**src/rtl/hub75_scheduler.sv**
```systemverilog
// hub75_scheduler
//   Row/bit-plane scheduler for a 1/16-scan HUB75 panel driven by binary-coded
//   modulation. For every (row, plane) pair it asks an external shifter to
//   clock out one row of pixel bits. It then blanks the panel, latches the row,
//   and lights it for BASE_TICKS<<plane cycles, scaled by the global brightness.
//   Planes form the inner loop and rows the outer loop. The double buffer flips
//   only at the end of a frame.
//
// Ports
//   pixel_clk    : sole clock, rising edge
//   reset        : synchronous, active-high
//   shift_start  : 1-cycle request to the shifter to clock out one row
//   shift_row    : row being shifted (stable until the shift completes)
//   shift_plane  : bit-plane being shifted (stable until the shift completes)
//   shift_done   : 1-cycle completion pulse from the shifter
//   hub75_addr   : panel row address (changes only in LATCH)
//   hub75_latch  : panel latch strobe
//   hub75_oe     : panel output enable, 1 = blanked
//   brightness   : global dimming, 15 = full on
//   swap_req     : level request to flip the double buffer
//   swap_ack     : 1-cycle pulse when the flip takes effect
//   front_buffer : buffer select for the read side
//   shift_error  : sticky shifter-timeout flag, cleared only by reset
module hub75_scheduler #(
    parameter int unsigned BASE_TICKS    = 8,
    parameter int unsigned SHIFT_TIMEOUT = 255
) (
    input  logic       pixel_clk,
    input  logic       reset,
    output logic       shift_start,
    output logic [3:0] shift_row,
    output logic [1:0] shift_plane,
    input  logic       shift_done,
    output logic [3:0] hub75_addr,
    output logic       hub75_latch,
    output logic       hub75_oe,
    input  logic [3:0] brightness,
    input  logic       swap_req,
    output logic       swap_ack,
    output logic       front_buffer,
    output logic       shift_error
);

    // The display counter must hold BASE_TICKS<<3 without overflow.
    localparam int unsigned DW = $clog2(BASE_TICKS * 8 + 1);
    // Wide enough for N * 16, the largest value of N * (brightness + 1).
    localparam int unsigned MW = DW + 5;
    // The wait counter runs from 0 to SHIFT_TIMEOUT-1.
    localparam int unsigned TW = (SHIFT_TIMEOUT > 1) ? $clog2(SHIFT_TIMEOUT) : 1;

    typedef enum logic [2:0] {
        SHIFT_ISSUE,
        SHIFT_WAIT,
        BLANK,
        LATCH,
        DISPLAY
    } state_t;

    state_t         state, state_next;
    logic [3:0]     row;
    logic [1:0]     plane;
    logic [TW-1:0]  wait_cnt;
    logic [DW-1:0]  disp_cnt;
    logic [3:0]     bright_q;
    logic [DW-1:0]  disp_len;
    logic [MW-1:0]  on_prod;
    logic [DW-1:0]  on_len;
    logic           wait_expired;
    logic           disp_last;
    logic           frame_end;

    always_comb begin
        disp_len     = DW'(BASE_TICKS << plane);
        on_prod      = MW'(disp_len) * (MW'(bright_q) + MW'(1));
        on_len       = DW'(on_prod >> 4);
        wait_expired = (wait_cnt == TW'(SHIFT_TIMEOUT - 1));
        disp_last    = (disp_cnt == disp_len - DW'(1));
        frame_end    = (state == DISPLAY) && disp_last && (row == 4'd15) && (plane == 2'd3);
    end

    always_comb begin
        state_next = state;
        case (state)
            SHIFT_ISSUE: state_next = SHIFT_WAIT;
            SHIFT_WAIT:  if (shift_done || wait_expired) state_next = BLANK;
            BLANK:       state_next = LATCH;
            LATCH:       state_next = DISPLAY;
            DISPLAY:     if (disp_last) state_next = SHIFT_ISSUE;
            default:     state_next = SHIFT_ISSUE;
        endcase
    end

    // Gating shift_start with reset keeps it low while reset holds the FSM
    // in SHIFT_ISSUE. It then fires in the first cycle after reset is released.
    always_comb begin
        shift_start = (state == SHIFT_ISSUE) && !reset;
        hub75_latch = (state == LATCH);
        hub75_oe    = !((state == DISPLAY) && (disp_cnt < on_len));
        shift_row   = row;
        shift_plane = plane;
    end

    always_ff @(posedge pixel_clk) begin
        if (reset) begin
            state        <= SHIFT_ISSUE;
            row          <= '0;
            plane        <= '0;
            wait_cnt     <= '0;
            disp_cnt     <= '0;
            bright_q     <= '0;
            hub75_addr   <= '0;
            swap_ack     <= 1'b0;
            front_buffer <= 1'b0;
            shift_error  <= 1'b0;
        end else begin
            state    <= state_next;
            swap_ack <= 1'b0;
            case (state)
                SHIFT_ISSUE: wait_cnt <= '0;
                SHIFT_WAIT: begin
                    wait_cnt <= wait_cnt + TW'(1);
                    if (!shift_done && wait_expired) shift_error <= 1'b1;
                end
                // The address is loaded on entry to LATCH, so it changes in the
                // same cycle that the latch strobe is high.
                BLANK: hub75_addr <= row;
                LATCH: begin
                    bright_q <= brightness;
                    disp_cnt <= '0;
                end
                DISPLAY: begin
                    disp_cnt <= disp_cnt + DW'(1);
                    if (disp_last) begin
                        plane <= plane + 2'd1;
                        if (plane == 2'd3) row <= row + 4'd1;
                        if (frame_end && swap_req) begin
                            front_buffer <= !front_buffer;
                            swap_ack     <= 1'b1;
                        end
                    end
                end
                default: ;
            endcase
        end
    end

endmodule

```
**config.mk**
```make
export PLATFORM = sky130hd
export DESIGN_NAME = hub75_scheduler
export DESIGN_NICKNAME = d
export VERILOG_FILES = /design/src/rtl/hub75_scheduler.sv
export SDC_FILE = /design/constraint.sdc
export NUM_CORES = 1
export LEC_CHECK = 0
export BUFFER_PORTS_ARGS = -buffer_cell sky130_fd_sc_hd__buf_2
export CORE_ASPECT_RATIO = 1.75
export CORE_MARGIN = 1
export CORE_UTILIZATION = 40
export CTS_CLUSTER_DIAMETER = 200
export DETAILED_ROUTE_END_ITERATION = 16
export GPL_TIMING_DRIVEN = 0
export PLACE_DENSITY = 0.63
export SLEW_MARGIN = 20
export SYNTH_ARGS = -nofsm -noshare
export SYNTH_HDL_FRONTEND = slang
export SYNTH_SLANG_ARGS = --single-unit
```
**constraint.sdc**
```tcl
create_clock -name pixel_clk -period 4.5 [get_ports pixel_clk]
set_clock_uncertainty 0.05 [all_clocks]
set_input_delay 0.225 -clock pixel_clk [delete_from_list [all_inputs] [get_ports pixel_clk]]
set_output_delay 0.225 -clock pixel_clk [all_outputs]
set_load 0.02 [all_outputs]
```
# Yosys cells after proc, flatten, opt, wreduce, memory -nomap -nowiden
# Index checks and enable logic that the tools add are counted.
# word_totals
register_bits	35
input_bits	8
output_inout_bits	16
word_cells	58
# op_classes
addsub	6
multipliers	1
order_cmp	1
n_eq_ne	10
shifts	1
mux	6
n_bitwise	2
n_reduce_logical	21
# op_table
operator	n
8-bit one-hot mux with 2 select lines	1
3-bit one-hot mux with 5 select lines	1
7-bit one-hot mux with 2 select lines	1
7-bit by 5-bit multiplier with 11-bit output	1
8-bit by 1-bit adder with 8-bit output (second input constant)	1
8-bit == test (second input constant)	1
7-bit by 1-bit adder with 7-bit output (second input constant)	1
7-bit == test	1
1-bit logical AND	7
7-bit less-than comparator	1
4-bit by 2-bit left shift with 7-bit output (first input constant)	1
7-bit by 1-bit subtractor with 7-bit output (second input constant)	1
3-bit by 2-bit == test with 1-bit output (second input constant)	2
3-bit two-way mux	2
2-bit AND reduction	3
3-bit AND reduction	2
4-bit by 1-bit adder with 5-bit output (second input constant)	1
4-bit by 1-bit adder with 4-bit output (second input constant)	1
4-bit == test (second input constant)	1
1-bit zero test	4
2-bit != test (second input constant)	2
2-bit nonzero test	2
3-bit by 1-bit == test with 1-bit output (second input constant)	1
3-bit == test (second input constant)	1
7 further kinds	8

# Depth between registers and ports, before layout
# Gate-level depths: netlist of run 1.
# logic_depth
ltp_word	8
mapped_depth	16
mapped_depth_nobuf	16

# Worst setup path after synthesis of run 1
# No wires, ideal clock.
# synth_timing
path_kind	reg-to-output
from	register plane[0], in the netlist shift_plane[0]
to	output port hub75_oe
t_arrival_ns	3.961
required_ns	4.225
slack_ns	0.264
stages_incl_launch_ff	17
n_path_buf	0
path_cell_list	dfxtp_1 > inv_1 > ha_1 > nor2b_1 > ha_1 > ha_1 > inv_1 > fa_1 > inv_1 > fa_1 > a21o_1 > a21oi_1 > xor2_1 > ha_1 > a21o_1 > a211oi_1 > o21ai_0
# synth_between
elab_chain_len	5
# synth_rtl
item	line	text
start, declared	61	logic [1:0] plane;
start signal, assigned	134	plane <= plane + 2'd1;
4-bit by 2-bit left shift with 7-bit output	73	disp_len = DW'(BASE_TICKS << plane);
7-bit by 5-bit multiplier with 11-bit output	74	on_prod = MW'(disp_len) * (MW'(bright_q) + MW'(1));
7-bit less-than comparator	98	hub75_oe = !((state == DISPLAY) && (disp_cnt < on_len));
1-bit logical AND	98	
1-bit zero test	98	
end, declared	36	output logic hub75_oe,
# No other way between the ends.

# Worst setup path in the final report of run 1
# layout_timing
from	register bright_q[0]
to	output port hub75_oe
# layout_between
elab_chain_len	5
# layout_rtl
item	line	text
start, declared	64	logic [3:0] bright_q;
start signal, assigned	128	bright_q <= brightness;
4-bit by 1-bit adder with 5-bit output	74	
7-bit by 5-bit multiplier with 11-bit output	74	
7-bit less-than comparator	98	
1-bit logical AND	98	
1-bit zero test	98	
# No other way between the ends.

==> flow_summary.yaml, run 1 <==
critical_path:
  cp_data_arrival_time_ps: 4080
  end_kind: "output pin"
  criticalPathCategory: "reg -> out"
  cp-start-kind: "flop"
  critPathMaxFanout: 5
  cp.required_ps: 4220
route:
  vias_per_cell: 5.15
  drcViolationCount: 0
  wire_per_inst_um: 13.6
  wl_um: 5390
  drt_first_pass_iters: 4
  num_vias: 2045
  dr.first_iter.drc_count: 59
  postRouteAntennaNets: 0
pwr:
  power_density_nw_per_um2: 197
  swShare: 0.248
  p_leak_nw: 1.27
  share_comb_of_total_power: 0.090
  pwr-share-seq: 0.539
  p_switching_w: 0.000146
  clockPowerShare: 0.371
  intPower_w: 0.000440
  peakVddDrop_v: 0.000263
floorplanning:
  die_area_um2: 6540
  fp-row-count: 37
  initial_utilization: 0.419
  fp.dieH_um: 106
  core_area_um2: 5930
  boundaryPins: 24
  die_x_um: 61.6
run:
  cap_violations: 0
clocking:
  clkTransAtPathRegs_ps: 70
  clock_latency_ps: 280
  postCtsHoldBufs: 0
  cts_sinks: 35
  root_buffer: "clkbuf_8"
  htree_levels: 2
  numCtsBuffers: 5
  cts_tree: "yes"
  cts_buffer_depth: 2
global_routing:
  antenna_found_initial: 0
  grt_pass1_wl_um: 9140
  track_usage: 0.181
  grt_max_degree: 11
  grt_pass1_vias: 2148
  grt-ovfl-total: 0
cells_and_area:
  final_cell_mix: "nor2_1, dfxtp_1, ha_1, buf_2, nand2_1"
  diodes: 0
  layout-drive-gt1-share: 0.235
  stdcell_area_um2: 2970
  utilization: 0.501
  mostFrequentLayoutCell: "nor2_1"
  nets: 363
  syn2layout_area_growth_pct: 19.6
sta:
  rsz0062_at_grt: "yes"
  slew_violations: 0
  tightest_slew_ps: 549
  period_minus_slack_ps: 4360
  hold_violations: 0
  max_freq_mhz: 229
  timing.hold.ws_ps: 137
  finalCritPeriodShare: 0.969
  slew_headroom: 0.634
  setup_viol: 0
placed_design:
  io_buffers: 23
  dpl.hpwl_um: 4080
  gp_congestion: 0.810
  place_area_um2: 2700
worst_hold_path:
  hold_path.class: "in -> reg"
synthesis:
  syn_nets: 330
  synth-seq-cells: 35
  netlist.area_leader.share: 0.282
  synthTopCellsByArea: "dfxtp_1, ha_1, nor2_1"
  synth.largest_area_cell: "dfxtp_1"
  synth-edff-count: 0
  postSynthCellCount: 285
  avgSynthCellArea_um2: 8.72
  ys.warnings.count: 0
  ys.flop_type: "dfxtp_1"
  syn-cell-area_um2: 2480
  synth_cell_types: 46
  async_flop_share: 0
  seq_area_frac_synth: 0.282
status:
  status: "finished clean"
[final timing paths]
check,from,cells after the start,end,slack [ps]
worst max-delay path,bright_q[0]$_SDFFE_PP0P_,17,hub75_oe,140
worst min-delay path,brightness[1],3,bright_q[1]$_SDFFE_PP0P_,140
worst max register to register,shift_plane[1]$_SDFFE_PP0P_,7,shift_row[3]$_SDFFE_PP0P_,2420
worst min register to register,shift_error$_SDFFE_PP0P_,2,shift_error$_SDFFE_PP0P_,400
[logic make-up after synthesis]
logic type | synth area share
multiplexers | 0.0559
flip-flops | 0.282
AND/OR/NAND/NOR | 0.250
XOR/XNOR | 0.0388
buffers and inverters | 0.0493
adder cells (fa/ha/maj) | 0.201
AO/OA/AOI/OAI | 0.123
[cells in the mapped netlist, drive strengths merged (5+ instances only)]
master	instances
xor2	6
nand2	21
a211oi	6
dfxtp	35
mux2	7
o21ai	8
xnor2	5
and2	10
buf	6
inv	17
nand4	5
fa	5
nand2b	6
nand3	7
mux2i	6
nor2b	8
nor2	33
a21oi	19
ha	32
[routing by layer]
layer / global-route usage / routed length, µm
met5: 0 / 0
met1: 0.189 / 2240
met3: 0.0231 / 80
met4: 0.0619 / 51
met2: 0.345 / 3020
[metrics by stage]
stage          total power (W)  TNS (ps)  std cells  setup slack, ps
2_1_floorplan         0.000359         0        285              264
3_3_place_gp          0.000375         0        386             10.9
3_5_place_dp          0.000376     -1.16        386            -1.16
4_1_cts               0.000596         0        395             7.39
5_1_grt               0.000617     -58.7        397            -58.7
6_report              0.000586         0        397              142
[critical path, stage by stage, from the launching register on]
cell and delay [ps]:
dfxtp_4 370, ha_4 180, xor2_4 160, and2_1 150, ha_1 280, ha_1 290, inv_2 40, fa_1 530
inv_2 60, ha_1 320, a211oi_2 200, o21bai_1 100, a21oi_1 180, xnor2_1 160, ha_1 290, a211oi_2 230
o21ai_1 100, buf_4 160
[timing repair]
action | in CTS | in global routing
resized for setup | 17 | 22
pin swaps | 5 | 17
endpoints found under the setup margin | 1 | 1
buffers inserted | 1 | 2
[sequential cells by signal (all words and copies together), names as in the netlist]
register and flops:
front_buffer 1, shift_row 4, state 3, wait_cnt 8
hub75_addr 4, shift_error 1, bright_q 4, swap_ack 1
disp_cnt 7, shift_plane 2
[power groups by stage]
stage	combinational [W]	clock [W]	sequential, W
final	0.0000525	0.000217	0.000316
after detailed placement	0.0000513	0	0.000325
after global placement	0.0000505	0	0.000325
after global routing	0.0000588	0.000241	0.000317
after CTS	0.0000519	0.000227	0.000317
after floorplan	0.0000355	0	0.000324
[layout make-up]
type / instances / area (µm²)
well taps: 78 / 97.6
clock inverters: 1 / 5.00
multi-input cells: 224 / 1810
inverters: 17 / 63.8
repair buffers: 26 / 140
plain buffers: 9 / 58.8
fillers: 580 / 2950
flip-flops and latches: 35 / 719
clock buffers: 7 / 76.3
Power figures use the tool's default switching activity.
==> run 2: changes to the inputs <==
CELL_PAD_IN_SITES_DETAIL_PLACEMENT = 0   (was not set)
CELL_PAD_IN_SITES_GLOBAL_PLACEMENT = 1   (was not set)
CORE_UTILIZATION = 35   (was 40)
PLACE_DENSITY = 0.69   (was 0.63)
==> run 2 against run 1 <==
  * Hold slack improved by 6.9 ps
  * Flip-flop and latch count unchanged
  * Critical path depth unchanged
  * First-iteration DRC count increased by 27%
  * Final area increased by 0.55%
  * Register-to-register slack about the same
  * Critical endpoint unchanged
  * Largest power group is now the clock network
==> flow_summary.yaml, run 2 (same netlist as run 1, synthesis figures left out) <==
status:
  status: "finished clean"
sta:
  period_minus_slack_ps: 4350
  slew_violations: 0
  fin_ws_ps: 154
  tightest_slew_ps: 557
  slew_headroom: 0.627
  finalCritPeriodShare: 0.966
  max_freq_mhz: 230
  hold_violations: 0
  setup_viol: 0
pwr:
  intPower_w: 0.000537
  peakVddDrop_v: 0.000183
  power_density_nw_per_um2: 234
  swShare: 0.230
  clockPowerShare: 0.470
  pwr-share-seq: 0.456
  p_total_w: 0.000698
  p_leak_nw: 1.29
  p_switching_w: 0.000160
  share_comb_of_total_power: 0.075
global_routing:
  grt_pass1_vias: 2088
  grt-ovfl-total: 0
  antenna_found_initial: 0
  grt_pass1_wl_um: 9500
  track_usage: 0.164
  grt_max_degree: 12
cells_and_area:
  diodes: 0
  top_regs: "wait_cnt x8, disp_cnt x7"
  nets: 365
  largest_reg_flops: 8
  syn2layout_area_growth_pct: 20.2
  top_register: "wait_cnt"
  layout-drive-gt1-share: 0.224
  fill_cells: 715
  final_cell_mix: "nor2_1, dfxtp_1, ha_1, buf_2, nand2_1"
  seq_area_um2: 712
  mostFrequentLayoutCell: "nor2_1"
  multi_input_area_um2: 1750
worst_hold_path:
  hold_depth: 3
  hold_path.class: "in -> reg"
clocking:
  cts_buffer_depth: 2
  root_buffer: "clkbuf_16"
  cts_sinks: 35
  clkTransAtPathRegs_ps: 60
  numCtsBuffers: 5
  postCtsHoldBufs: 0
  cts_tree: "yes"
  clock_latency_ps: 270
  htree_levels: 2
floorplanning:
  die_area_um2: 7450
  initial_utilization: 0.362
  die_x_um: 65.7
  fp.dieH_um: 113
  fp-row-count: 40
  boundaryPins: 24
  core_area_um2: 6860
critical_path:
  path_cells: "ha_4 > xor2_2 > and2_1 > ha_1 > ha_1 > inv_1 > fa_1 > inv_2 > fa_2 > a21o_1 > a21oi_2 > xor2_1 > ha_1 > a21o_1 > a211oi_2 > o21ai_1 > buf_4"
  cp_data_arrival_time_ps: 4070
  path_delay_family: "adder cells"
  cp_num_buf_inv: 3
  path_common_cell: "ha_1"
  slowest_stage: "fa_1"
  r2r_cells: 7
  end_kind: "output pin"
  cp_num_cells: 17
  critPathMaxFanout: 5
  worst_path_largest_cell_delay_ps: 490
  cp.required_ps: 4220
  cp-start-kind: "flop"
  criticalPathCategory: "reg -> out"
route:
  dr.first_iter.drc_count: 75
  wl_um: 5600
  routedLengthMet1_um: 2320
  wl_met2_um: 3180
  drcViolationCount: 0
  postRouteAntennaNets: 0
  dr.max_layer_used: "met4"
  num_vias: 2044
  wire_per_inst_um: 13.8
  drt_first_pass_iters: 5
  dr_wl_met3_um: 67
  vias_per_cell: 5.05
run:
  cap_violations: 0
placed_design:
  dpl.hpwl_um: 4300
  gp_congestion: 0.721
  place_ws_ps: -10.7
  io_buffers: 23
run 2: changes by cell type in the layout (fill, tap and decap cells not counted), sizes merged:
| cell | previous run | this run |
|---|---|---|
| clkinvlp | 0 | 1 |
| buf | 32 | 34 |
| clkbuf | 10 | 9 |
run 2: tightest hold or removal path: stages:
cell and delay, ps:
buf_2 100, nand2_1 50, a21oi_1 50
run 2: area by class of cell:
type | instances | share of cell area
multi-input combinational | 224 | 0.586
sequential | 35 | 0.238
timing repair buffer | 28 | 0.0519
clock buffer | 6 | 0.0431
tap | 84 | 0.0352
inverter | 17 | 0.0214
buffer | 9 | 0.0197
clock inverter | 2 | 0.00419
run 2: final timing paths:
| kind | startpoint | endpoint | slack [ps] |
|---|---|---|---|
| min | brightness[1] | bright_q[1]$_SDFFE_PP0P_ | 140 |
| min reg2reg | shift_error$_SDFFE_PP0P_ | shift_error$_SDFFE_PP0P_ | 390 |
| max | bright_q[0]$_SDFFE_PP0P_ | hub75_oe | 150 |
| max reg2reg | shift_plane[1]$_SDFFE_PP0P_ | shift_row[3]$_SDFFE_PP0P_ | 2420 |
run 2: stage by stage:
step | utilization | TNS [ps] | hold slack (ps) | instances | cell area [µm²]
detailed placement | 0.395 | -10.7 | 390 | 392 | 2710
global placement | 0.395 | -50.8 | 388 | 392 | 2710
CTS | 0.430 | 0 | 138 | 403 | 2950
floorplan | - | 0 | 311 | 285 | 2480
global route | 0.436 | -0.818 | 150 | 405 | 2990
finish | 0.436 | 0 | 143 | 405 | 2990
run 2: layer usage:
layer / vias to the layer above / GRT usage
li1: 1062 / -
met1: 962 / 0.175
met2: 18 / 0.318
met3: 2 / 0.0210
met4: 0 / 0.0522
met5: - / 0
run 2: power by group through the flow:
stage	sequential, W	clock, W	combinational, W
final	0.000318	0.000328	0.0000522
after global routing	0.000318	0.000350	0.0000591
after global placement	0.000325	0	0.0000517
after floorplan	0.000324	0	0.0000355
after CTS	0.000318	0.000340	0.0000528
after detailed placement	0.000325	0	0.0000517
run 2: timing repair:
item / CTS / global route
resized for setup: 18 / 7
endpoints found under the setup margin: 1 / 1
pin swaps: 6 / 8
setup buffers: 3 / 2
==> run 3: changes to the inputs <==
BUFFER_PORTS_ARGS = not set   (was -buffer_cell sky130_fd_sc_hd__buf_2)
DONT_BUFFER_PORTS = 1   (was not set)
PLACE_DENSITY = 0.66   (was 0.69)
==> run 3 against run 2 <==
  * Sequential share of layout area rose by 1.2 points
  * Flip-flop and latch count stayed put
  * Via count is 4.1% lower
  * Core utilization shrank 2.0 points
  * Hold slack worse by 120 ps
  * Global-route usage down 0.91 points
  * Final cell count is 6.9% lower
  * Largest power group unchanged
==> flow_summary.yaml, run 3 (same netlist as run 1, synthesis figures left out) <==
cells_and_area:
  seq_area_um2: 714
  layout-drive-gt1-share: 0.150
  mostFrequentLayoutCell: "nor2_1"
  fill_cells: 718
  final_cell_mix: "nor2_1, dfxtp_1, ha_1, nand2_1, a21oi_1"
  multi_input_area_um2: 1770
  nets: 337
  largest_reg_flops: 8
  top_register: "wait_cnt"
  syn2layout_area_growth_pct: 14.7
  top_regs: "wait_cnt x8, disp_cnt x7"
  diodes: 0
sta:
  max_freq_mhz: 231
  rsz0062_at_grt: "no"
  hold_violations: 0
  slew_violations: 0
  tightest_slew_ps: 561
  finalCritPeriodShare: 0.962
  timing.hold.ws_ps: 23.7
  setup_viol: 0
  fin_tns_setup_ps: 0
  slew_headroom: 0.626
  period_minus_slack_ps: 4330
floorplanning:
  fp-row-count: 40
  die_x_um: 65.7
  boundaryPins: 24
  initial_utilization: 0.362
  fp.dieH_um: 113
  core_area_um2: 6860
  die_area_um2: 7450
global_routing:
  grt_pass1_wl_um: 8910
  track_usage: 0.155
  antenna_found_initial: 0
  grt_pass1_vias: 1855
  grt_max_degree: 11
  grt-ovfl-total: 0
clocking:
  cts_setup_buffers: 0
  cts_tree: "yes"
  htree_levels: 2
  root_buffer: "clkbuf_16"
  cts_sinks: 35
  clkTransAtPathRegs_ps: 50
  clock_latency_ps: 270
  numCtsBuffers: 5
  postCtsHoldBufs: 0
  cts_buffer_depth: 2
pwr:
  p_total_w: 0.000688
  power_density_nw_per_um2: 242
  peakVddDrop_v: 0.000334
  p_leak_nw: 1.15
placed_design:
  io_buffers: 0
  dpl.hpwl_um: 4330
  gp_congestion: 0.793
critical_path:
  cp.required_ps: 4220
  criticalPathCategory: "reg -> out"
  worstReg2RegStart: "shift_plane[1]$_SDFFE_PP0P_"
  cp_data_arrival_time_ps: 4050
  r2r_cells: 7
  critPathLaunch: "bright_q[0]$_SDFFE_PP0P_"
  end_kind: "output pin"
  cp-start-kind: "flop"
  critPathMaxFanout: 6
worst_hold_path:
  min_from: "brightness[0]"
  hold_path.class: "in -> reg"
  hold_depth: 2
route:
  drcViolationCount: 0
  wire_per_inst_um: 14.8
  dr.first_iter.drc_count: 47
  wl_um: 5570
  postRouteAntennaNets: 0
  num_vias: 1960
  vias_per_cell: 5.20
  drt_first_pass_iters: 4
run:
  cap_violations: 0
status:
  status: "finished clean"
==> run 3: path summary, 6_finish.rpt <==
check,slack (ps),to
min reg2reg,440,bright_q[1]$_SDFFE_PP0P_
max,170,hub75_oe
min,20,bright_q[0]$_SDFFE_PP0P_
max reg2reg,2340,shift_row[3]$_SDFFE_PP0P_
==> run 3: routing by layer <==
metal,GRT usage,vias to the layer above,routed length [µm]
met1,0.162,933,2190
met4,0.0435,0,61
met2,0.305,14,3220
met5,0,-,0
li1,-,1009,-
met3,0.0230,4,107
==> run 3: area by class of cell <==
| class | instances | area share |
|---|---|---|
| Sequential cell | 35 | 0.251 |
| Clock inverter | 1 | 0.00176 |
| Tap cell | 84 | 0.0369 |
| Inverter | 17 | 0.0224 |
| Clock buffer | 7 | 0.0466 |
| Multi-Input combinational cell | 224 | 0.621 |
| Buffer | 9 | 0.0206 |
==> run 3: timing repair <==
item,in CTS,in global routing
cloned,0,0
resized for setup,17,11
pin swaps,4,11
setup endpoints to repair,1,1
==> run 3: worst max-delay path: stages (launching register included) <==
cell and delay (ps):
dfxtp_4 370, ha_4 170, xor2_2 190, and2_1 170, ha_1 290, ha_1 270, inv_1 50, fa_1 520
inv_2 60, fa_2 370, a21o_1 180, a21oi_2 140, xor2_1 210, ha_1 280, a21o_1 190, a211oi_2 200
o21ai_2 140
==> run 3: power breakdown <==
group | internal [W] | switching [W]
Combinational | 0.0000171 | 0.0000301
Sequential | 0.000313 | 0.00000473
Clock | 0.000204 | 0.000119
Total | 0.000534 | 0.000154
==> run 3: stage by stage <==
step,instance area (µm²),instances,util,setup WS [ps]
2_1_floorplan,2480,285,-,264
4_1_cts,2790,377,0.407,7.75
3_5_place_dp,2590,369,0.378,-136
6_report,2850,377,0.416,170
5_1_grt,2850,377,0.416,3.80
3_3_place_gp,2590,369,0.378,-145
